## src/rtl/lcd_pkg.sv

```systemverilog
// rtl/lcd_pkg.sv - shared types and constants for the LCD write queue
package lcd_pkg;

  typedef struct packed {
    logic       rs;
    logic [7:0] data;
  } lcd_entry_t;

  typedef enum logic [1:0] {
    PWR_WAIT,
    IDLE,
    ISSUE,
    GAP
  } lcd_q_state_t;

  localparam logic [31:0] OFS_CMD  = 32'd0;
  localparam logic [31:0] OFS_DATA = 32'd1;
  localparam logic [31:0] OFS_CLR  = 32'd2;

  // HD44780: 8-bit 2-line, display on, clear, entry mode increment
  localparam int unsigned INIT_LEN = 4;
  localparam logic [7:0] INIT_ROM [INIT_LEN] = '{8'h38, 8'h0C, 8'h01, 8'h06};

endpackage

```

## src/rtl/lcd_write_queue_if.sv

```systemverilog
// rtl/lcd_write_queue_if.sv - store-bus style write port (data, address, strobe)
interface lcd_write_queue_if;
  logic [31:0] DATA;
  logic [31:0] ADDR;
  logic        WRSTB;

  modport master (output DATA, ADDR, WRSTB);
  modport slave  (input  DATA, ADDR, WRSTB);
endinterface

```

## src/rtl/lcd_cmd_fifo.sv

```systemverilog
// rtl/lcd_cmd_fifo.sv - show-ahead FIFO of LCD entries, wrap-bit pointers
module lcd_cmd_fifo
  import lcd_pkg::*;
#(
  parameter int unsigned DEPTH = 16
) (
  input  logic       ACLK,
  input  logic       ARESETN,
  input  logic       push,
  input  lcd_entry_t wr_entry,
  input  logic       pop,
  output lcd_entry_t rd_entry,
  output logic       full,
  output logic       empty
);

  localparam int unsigned AW = $clog2(DEPTH);

  logic [AW:0] wr_ptr;
  logic [AW:0] rd_ptr;
  lcd_entry_t  mem [DEPTH];

  logic do_push;
  logic do_pop;

  assign full     = (wr_ptr[AW] != rd_ptr[AW]) && (wr_ptr[AW-1:0] == rd_ptr[AW-1:0]);
  assign empty    = (wr_ptr == rd_ptr);
  assign do_push  = push && !full;
  assign do_pop   = pop && !empty;
  assign rd_entry = mem[rd_ptr[AW-1:0]];

  always_ff @(posedge ACLK or negedge ARESETN) begin
    if (!ARESETN) begin
      wr_ptr <= '0;
      rd_ptr <= '0;
    end else begin
      if (do_push) wr_ptr <= wr_ptr + 1'b1;
      if (do_pop)  rd_ptr <= rd_ptr + 1'b1;
    end
  end

  always_ff @(posedge ACLK) begin
    if (do_push) mem[wr_ptr[AW-1:0]] <= wr_entry;
  end

endmodule

```

## src/rtl/lcd_write_queue.sv

```systemverilog
// rtl/lcd_write_queue.sv - buffers CPU LCD writes, runs init, paces strobes
module lcd_write_queue
  import lcd_pkg::*;
#(
  parameter logic [31:0] BASEADDRESS    = 32'h5000_0000,
  parameter int unsigned DEPTH          = 16,
  parameter int unsigned GAP_CYCLES     = 100010,
  parameter int unsigned POWERUP_CYCLES = 750000,
  parameter bit          INIT_EN        = 1'b1
) (
  input  logic               ACLK,
  input  logic               ARESETN,
  lcd_write_queue_if.slave   cpu,
  lcd_write_queue_if.master  lcd,
  output logic               FULL,
  output logic               EMPTY,
  output logic               BUSY,
  output logic               OVERFLOW
);

  localparam int unsigned MAX_CYC = (GAP_CYCLES > POWERUP_CYCLES) ? GAP_CYCLES : POWERUP_CYCLES;
  localparam int unsigned CW      = $clog2(MAX_CYC);

  lcd_q_state_t state, state_nxt;
  logic [CW-1:0] cnt;
  logic [2:0]    init_idx;
  logic [31:0]   lcd_addr_q;
  logic [31:0]   lcd_data_q;
  logic          lcd_wrstb_q;

  logic       hit;
  logic       clr;
  logic       push;
  logic       pop;
  logic       init_pending;
  logic       work;
  logic       cnt_done;
  lcd_entry_t wr_entry;
  lcd_entry_t head;
  logic       data_unused;

  assign hit = cpu.WRSTB && ((cpu.ADDR == BASEADDRESS + OFS_CMD) ||
                             (cpu.ADDR == BASEADDRESS + OFS_DATA));
  assign clr      = cpu.WRSTB && (cpu.ADDR == BASEADDRESS + OFS_CLR);
  assign push     = hit && !FULL;
  assign wr_entry = '{rs: cpu.ADDR[0], data: cpu.DATA[7:0]};
  assign data_unused = ^cpu.DATA[31:8];

  assign init_pending = INIT_EN && (init_idx < 3'(INIT_LEN));
  assign work         = init_pending || !EMPTY;
  // Leaving on 1 rather than 0 folds the ISSUE cycle into the spacing
  assign cnt_done     = (cnt == CW'(1)) || (cnt == '0);
  assign BUSY         = init_pending || !EMPTY || (state == ISSUE) || (state == GAP);

  lcd_cmd_fifo #(.DEPTH(DEPTH)) u_fifo (
    .ACLK     (ACLK),
    .ARESETN  (ARESETN),
    .push     (push),
    .wr_entry (wr_entry),
    .pop      (pop),
    .rd_entry (head),
    .full     (FULL),
    .empty    (EMPTY)
  );

  always_comb begin
    state_nxt = state;
    pop       = 1'b0;
    case (state)
      PWR_WAIT: if (cnt_done) state_nxt = ISSUE;
      IDLE:     if (work) state_nxt = ISSUE;
      ISSUE: begin
        state_nxt = GAP;
        pop       = !init_pending;
      end
      GAP:      if (cnt_done) state_nxt = work ? ISSUE : IDLE;
      default:  state_nxt = IDLE;
    endcase
  end

  always_ff @(posedge ACLK or negedge ARESETN) begin
    if (!ARESETN) begin
      state <= INIT_EN ? PWR_WAIT : IDLE;
      cnt   <= CW'(POWERUP_CYCLES - 1);
    end else begin
      state <= state_nxt;
      if (state == ISSUE)
        cnt <= CW'(GAP_CYCLES - 1);
      else if (((state == PWR_WAIT) || (state == GAP)) && (cnt != '0))
        cnt <= cnt - 1'b1;
    end
  end

  always_ff @(posedge ACLK or negedge ARESETN) begin
    if (!ARESETN) begin
      init_idx    <= '0;
      lcd_addr_q  <= '0;
      lcd_data_q  <= '0;
      lcd_wrstb_q <= 1'b0;
    end else begin
      lcd_wrstb_q <= (state == ISSUE);
      if (state == ISSUE) begin
        if (init_pending) begin
          lcd_addr_q <= BASEADDRESS + OFS_CMD;
          lcd_data_q <= {24'b0, INIT_ROM[init_idx[1:0]]};
          init_idx   <= init_idx + 1'b1;
        end else begin
          lcd_addr_q <= BASEADDRESS + {31'b0, head.rs};
          lcd_data_q <= {24'b0, head.data};
        end
      end
    end
  end

  // A dropped write outranks a clear arriving on the same cycle
  always_ff @(posedge ACLK or negedge ARESETN) begin
    if (!ARESETN)
      OVERFLOW <= 1'b0;
    else if (hit && FULL)
      OVERFLOW <= 1'b1;
    else if (clr)
      OVERFLOW <= 1'b0;
  end

  assign lcd.ADDR  = lcd_addr_q;
  assign lcd.DATA  = lcd_data_q;
  assign lcd.WRSTB = lcd_wrstb_q;

endmodule
```

## src/flat_wrapper.sv

```systemverilog
// flat-port wrapper written by rule: the top's interface ports become plain ports
module lcd_write_queue_flat import lcd_pkg::*;
#(
  parameter logic [31:0] BASEADDRESS    = 32'h5000_0000,
  parameter int unsigned DEPTH          = 16,
  parameter int unsigned GAP_CYCLES     = 100010,
  parameter int unsigned POWERUP_CYCLES = 750000,
  parameter bit          INIT_EN        = 1'b1
)
  (ACLK, ARESETN, FULL, EMPTY, BUSY, OVERFLOW, cpu_DATA, cpu_ADDR, cpu_WRSTB, lcd_DATA, lcd_ADDR, lcd_WRSTB);
  lcd_write_queue_if cpu_i ();
  lcd_write_queue_if lcd_i ();
  input  logic ACLK;
  input  logic ARESETN;
  output logic FULL;
  output logic EMPTY;
  output logic BUSY;
  output logic OVERFLOW;
  input wire logic [$bits(cpu_i.DATA)-1:0] cpu_DATA;
  input wire logic [$bits(cpu_i.ADDR)-1:0] cpu_ADDR;
  input wire logic [$bits(cpu_i.WRSTB)-1:0] cpu_WRSTB;
  output wire logic [$bits(lcd_i.DATA)-1:0] lcd_DATA;
  output wire logic [$bits(lcd_i.ADDR)-1:0] lcd_ADDR;
  output wire logic [$bits(lcd_i.WRSTB)-1:0] lcd_WRSTB;
  assign cpu_i.DATA = cpu_DATA;
  assign cpu_i.ADDR = cpu_ADDR;
  assign cpu_i.WRSTB = cpu_WRSTB;
  assign lcd_DATA = lcd_i.DATA;
  assign lcd_ADDR = lcd_i.ADDR;
  assign lcd_WRSTB = lcd_i.WRSTB;
  lcd_write_queue #(.BASEADDRESS(BASEADDRESS), .DEPTH(DEPTH), .GAP_CYCLES(GAP_CYCLES), .POWERUP_CYCLES(POWERUP_CYCLES), .INIT_EN(INIT_EN)) u_core (.ACLK(ACLK), .ARESETN(ARESETN), .cpu(cpu_i), .lcd(lcd_i), .FULL(FULL), .EMPTY(EMPTY), .BUSY(BUSY), .OVERFLOW(OVERFLOW));
endmodule
```

## config.mk

```make
export PLATFORM = sky130hd
export DESIGN_NAME = lcd_write_queue_flat
export DESIGN_NICKNAME = d
export VERILOG_FILES = /design/src/rtl/lcd_pkg.sv /design/src/rtl/lcd_write_queue_if.sv /design/src/rtl/lcd_cmd_fifo.sv /design/src/rtl/lcd_write_queue.sv /design/src/flat_wrapper.sv
export SDC_FILE = /design/constraint.sdc
export NUM_CORES = 1
export LEC_CHECK = 0
export CORE_MARGIN = 2
export CORE_UTILIZATION = 25
export CTS_CLUSTER_SIZE = 30
export DETAILED_ROUTE_END_ITERATION = 12
export PLACE_DENSITY_LB_ADDON = 0.05
export SYNTH_ARGS = -nofsm -noshare
export SYNTH_HDL_FRONTEND = slang
export SYNTH_HIERARCHICAL = 1
export SYNTH_SLANG_ARGS = --single-unit
export TNS_END_PERCENT = 100
```

## constraint.sdc

```tcl
create_clock -name ACLK -period 3.2 [get_ports ACLK]
set_input_delay 0.64 -clock ACLK [delete_from_list [all_inputs] [get_ports ACLK]]
set_output_delay 0.64 -clock ACLK [all_outputs]
set_load 0.005 [all_outputs]
```

==> impl_metrics.env <==
export IMPL_status="complete, no violations"
export IMPL_cts_clk_slew_worst_paths_ns=0.08
export IMPL_cp_slowest_cell="dfrtp_1"
export IMPL_cp_cell_sequence="xnor2_1 -> nand4_2 -> nor2_4 -> nand2_1 -> or3_1 -> clkdlybuf4s50_1"
export IMPL_dieArea_sq_um=36600
export IMPL_clock_tree_buffer_depth=2
export IMPL_path_delay_family="simple AND/OR/NAND/NOR gates"
export IMPL_cts_tree="yes"
export IMPL_worst_ep_required_time_ns=2.56
export IMPL_fin_skew_ns=0.0138
export IMPL_antenna_cells=0
export IMPL_place_hpwl_microns=14200
export IMPL_antenna_found_initial=0
export IMPL_routedWlPerCell_microns=19.1
export IMPL_power_density_nw_per_um2=476
export IMPL_via_per_inst=4.36
export IMPL_areaGrowthSynthToFinish_pct=19.4
export IMPL_synth_area_per_cell_sq_um=15.2
export IMPL_crit_buf_inv=1
export IMPL_start_util=0.254
export IMPL_fmax_mhz=335
export IMPL_synth_top_area_cell="edfxtp_1"
export IMPL_io_buffer_count=58
export IMPL_fin_crit_ns=2.99
export IMPL_crit_type="reg -> out"
export IMPL_use_met1=0.150
export IMPL_numCtsBuffers=17
export IMPL_synthArstFlopShare=0.246
export IMPL_synth_edff_count=144
export IMPL_first_global_vias=5192
export IMPL_die_x_microns=191
export IMPL_max_slew_margin_rel=0.434
export IMPL_hold_class="in -> async"
export IMPL_cts_hold_buf=0
export IMPL_synth_cell_types=59
export IMPL_routabilityCongestion=0.715
export IMPL_ioPinCount=136
export IMPL_finalCritPeriodShare=0.933
export IMPL_h_tree_depth=4
export IMPL_yosysTopAreaCellShare=0.493
export IMPL_first_pass_iters=4
export IMPL_die_y_microns=191
export IMPL_yosys_top_cells_area="edfxtp_1 49%, dfrtp_1 9.7%, mux4_2 5.4%"
export IMPL_synth_seq_cells=191
export IMPL_power_mw=4.98
export IMPL_post_route_drc_count=0
export IMPL_maxCapViolations=0
export IMPL_finalMaxSlewViolations=0
export IMPL_ys_seq_area_frac=0.629
export IMPL_critPathMaxFanout=7
export IMPL_grt_pass1_wl_microns=32600
export IMPL_setup_viol=0
export IMPL_nNetsFinal=739
export IMPL_synth_warnings=6
export IMPL_drt_initial_drc_count=248
export IMPL_drive_above_1_share=0.188
export IMPL_met3_usage=0.0231
export IMPL_synth_flop_cell="edfxtp_1"
export IMPL_slowest_delay_ns=0.49
export IMPL_hold_viol_final=0
export IMPL_core_sq_um=34500
export IMPL_rsz0062_at_grt="no"
export IMPL_ant_nets=0
export IMPL_num_vias=4904
export IMPL_num_rows=68
export IMPL_cp_start_kind="flip-flop"
export IMPL_cp_data_arrival_time_ns=2.35
export IMPL_netlist_area_sq_um=8770
export IMPL_final_setup_tns_ns=0
export IMPL_synthCells=578
export IMPL_grt_max_degree=48
export IMPL_grt_most_used_layer="met2"
export IMPL_wirelength_microns=21500
export IMPL_endpoint_kind="output port"
export IMPL_vdd_drop_max_v=0.000368
export IMPL_tightestPinTransition_ns=0.841
export IMPL_grt_use_met2=0.221
export IMPL_cts_root_buf="clkbuf_16"
export IMPL_clk_latency_ns=0.44
export IMPL_grt_use_total=0.123
export IMPL_power_leakage_nw=3.60
export IMPL_overflow=0
export IMPL_clock_sinks=191
==> logic make-up after synthesis <==
family | after synthesis | share of synthesized area
adder cells (fa/ha/maj) | 15 | 0.0214
AO/OA/AOI/OAI | 71 | 0.0585
other | 1 | 0.000427
AND/OR/NAND/NOR | 139 | 0.0874
flip-flops | 191 | 0.629
XOR/XNOR | 13 | 0.0147
multiplexers | 52 | 0.118
buffers and inverters | 96 | 0.0703
==> path summary, 6_finish.rpt <==
| path | startpoint | end | slack, ns | depth (start not counted) |
|---|---|---|---|---|
| min in group ACLK | u_core/cnt[13] | u_core/cnt[13] | 0.49 | 2 |
| worst min-delay path | ARESETN | u_core/lcd.ADDR[28] | 0.29 | 2 |
| max in group asynchronous | ARESETN | u_core/u_fifo/rd_ptr[1] | 2.42 | 2 |
| worst max register to register | u_core/u_fifo/rd_ptr[3] | u_core/u_fifo/mem[3][2] | 0.49 | 11 |
| worst min register to register | u_core/cnt[13] | u_core/cnt[13] | 0.49 | 2 |
| worst max-delay path | u_core/u_fifo/rd_ptr[3] | BUSY | 0.21 | 6 |
==> worst register-to-register path, delay by kind of cell, from the launching register on <==
kind          cells  cell delay, ns
flops             1            0.49
buf+inv           4            0.86
simple gates      6            0.90
xor+xnor          1            0.18
==> power breakdown <==
group	internal, mW	switching (mW)	total, mW	leakage (nW)
combinational	0.0464	0.0635	0.110	1.46
sequential	2.67	0.00000000111	2.67	1.84
clock	1.19	1.02	2.21	0.302
==> timing repair <==
item	in CTS	in global routing
resized for setup	1	1
buffers inserted	0	2
pin swaps	0	1
endpoints found under the setup margin	1	2
==> per-layer routing <==
layer	wire length [microns]	up-vias
li1	-	2288
met1	9260	2533
met2	11400	69
met3	624	14
met4	217	0
met5	0	-
==> synthesized netlist by cell type, drive strengths merged (11+ instances only) <==
library cell	n
xnor2	12
dfrtp	34
mux4	36
or4	12
nor2	36
a22oi	18
nand2	19
nor2b	11
buf	71
edfxtp	144
a21oi	18
dfstp	13
inv	11
nor4	12
clkbuf	13
ha	15
==> sequential cells by signal, indices dropped and copies added (netlist names) <==
signal / flops
u_core/init_idx: 3
u_core/cnt: 20
u_core/lcd.DATA: 8
u_core/OVERFLOW: 1
u_core/u_fifo/wr_ptr: 5
u_core/u_fifo/rd_ptr: 5
u_core/u_fifo/mem: 144
u_core/state: 2
u_core/lcd.ADDR: 2
u_core/lcd.WRSTB: 1
==> cell type report <==
class                      instances  area [sq um]
fill                            3511         24100
tap                              455           569
timing repair buffer              92           868
clock buffer                      17           425
multi-input combinational        343          2860
clock inverter                    15           188
sequential                       191          5520
inverter                          12          45.0
==> layout by cell type (no fill, tap or decap), drive strengths merged, types with 12 or more instances in the layout <==
cell / instances
nand2: 19
conb: 53
edfxtp: 144
inv: 19
clkdlybuf4s50: 57
nor2: 36
or4: 12
dfrtp: 34
a21oi: 18
mux4: 36
clkbuf: 17
buf: 35
xnor2: 12
ha: 15
dfstp: 13
a22oi: 18
nor4: 12
==> through the flow <==
stage | instances | utilization | hold WS [ns] | setup slack (ns) | area (sq um)
after floorplan | 630 | - | 0.344 | 0.108 | 8970
after global placement | 1091 | 0.285 | 0.472 | 0.0826 | 9840
after detailed placement | 1091 | 0.285 | 0.484 | 0.0760 | 9840
after CTS | 1123 | 0.303 | 0.315 | 0.0886 | 10500
after global routing | 1125 | 0.303 | 0.337 | 0.0613 | 10500
final | 1125 | 0.303 | 0.289 | 0.213 | 10500
No activity file was read; power rests on OpenSTA's default activity.
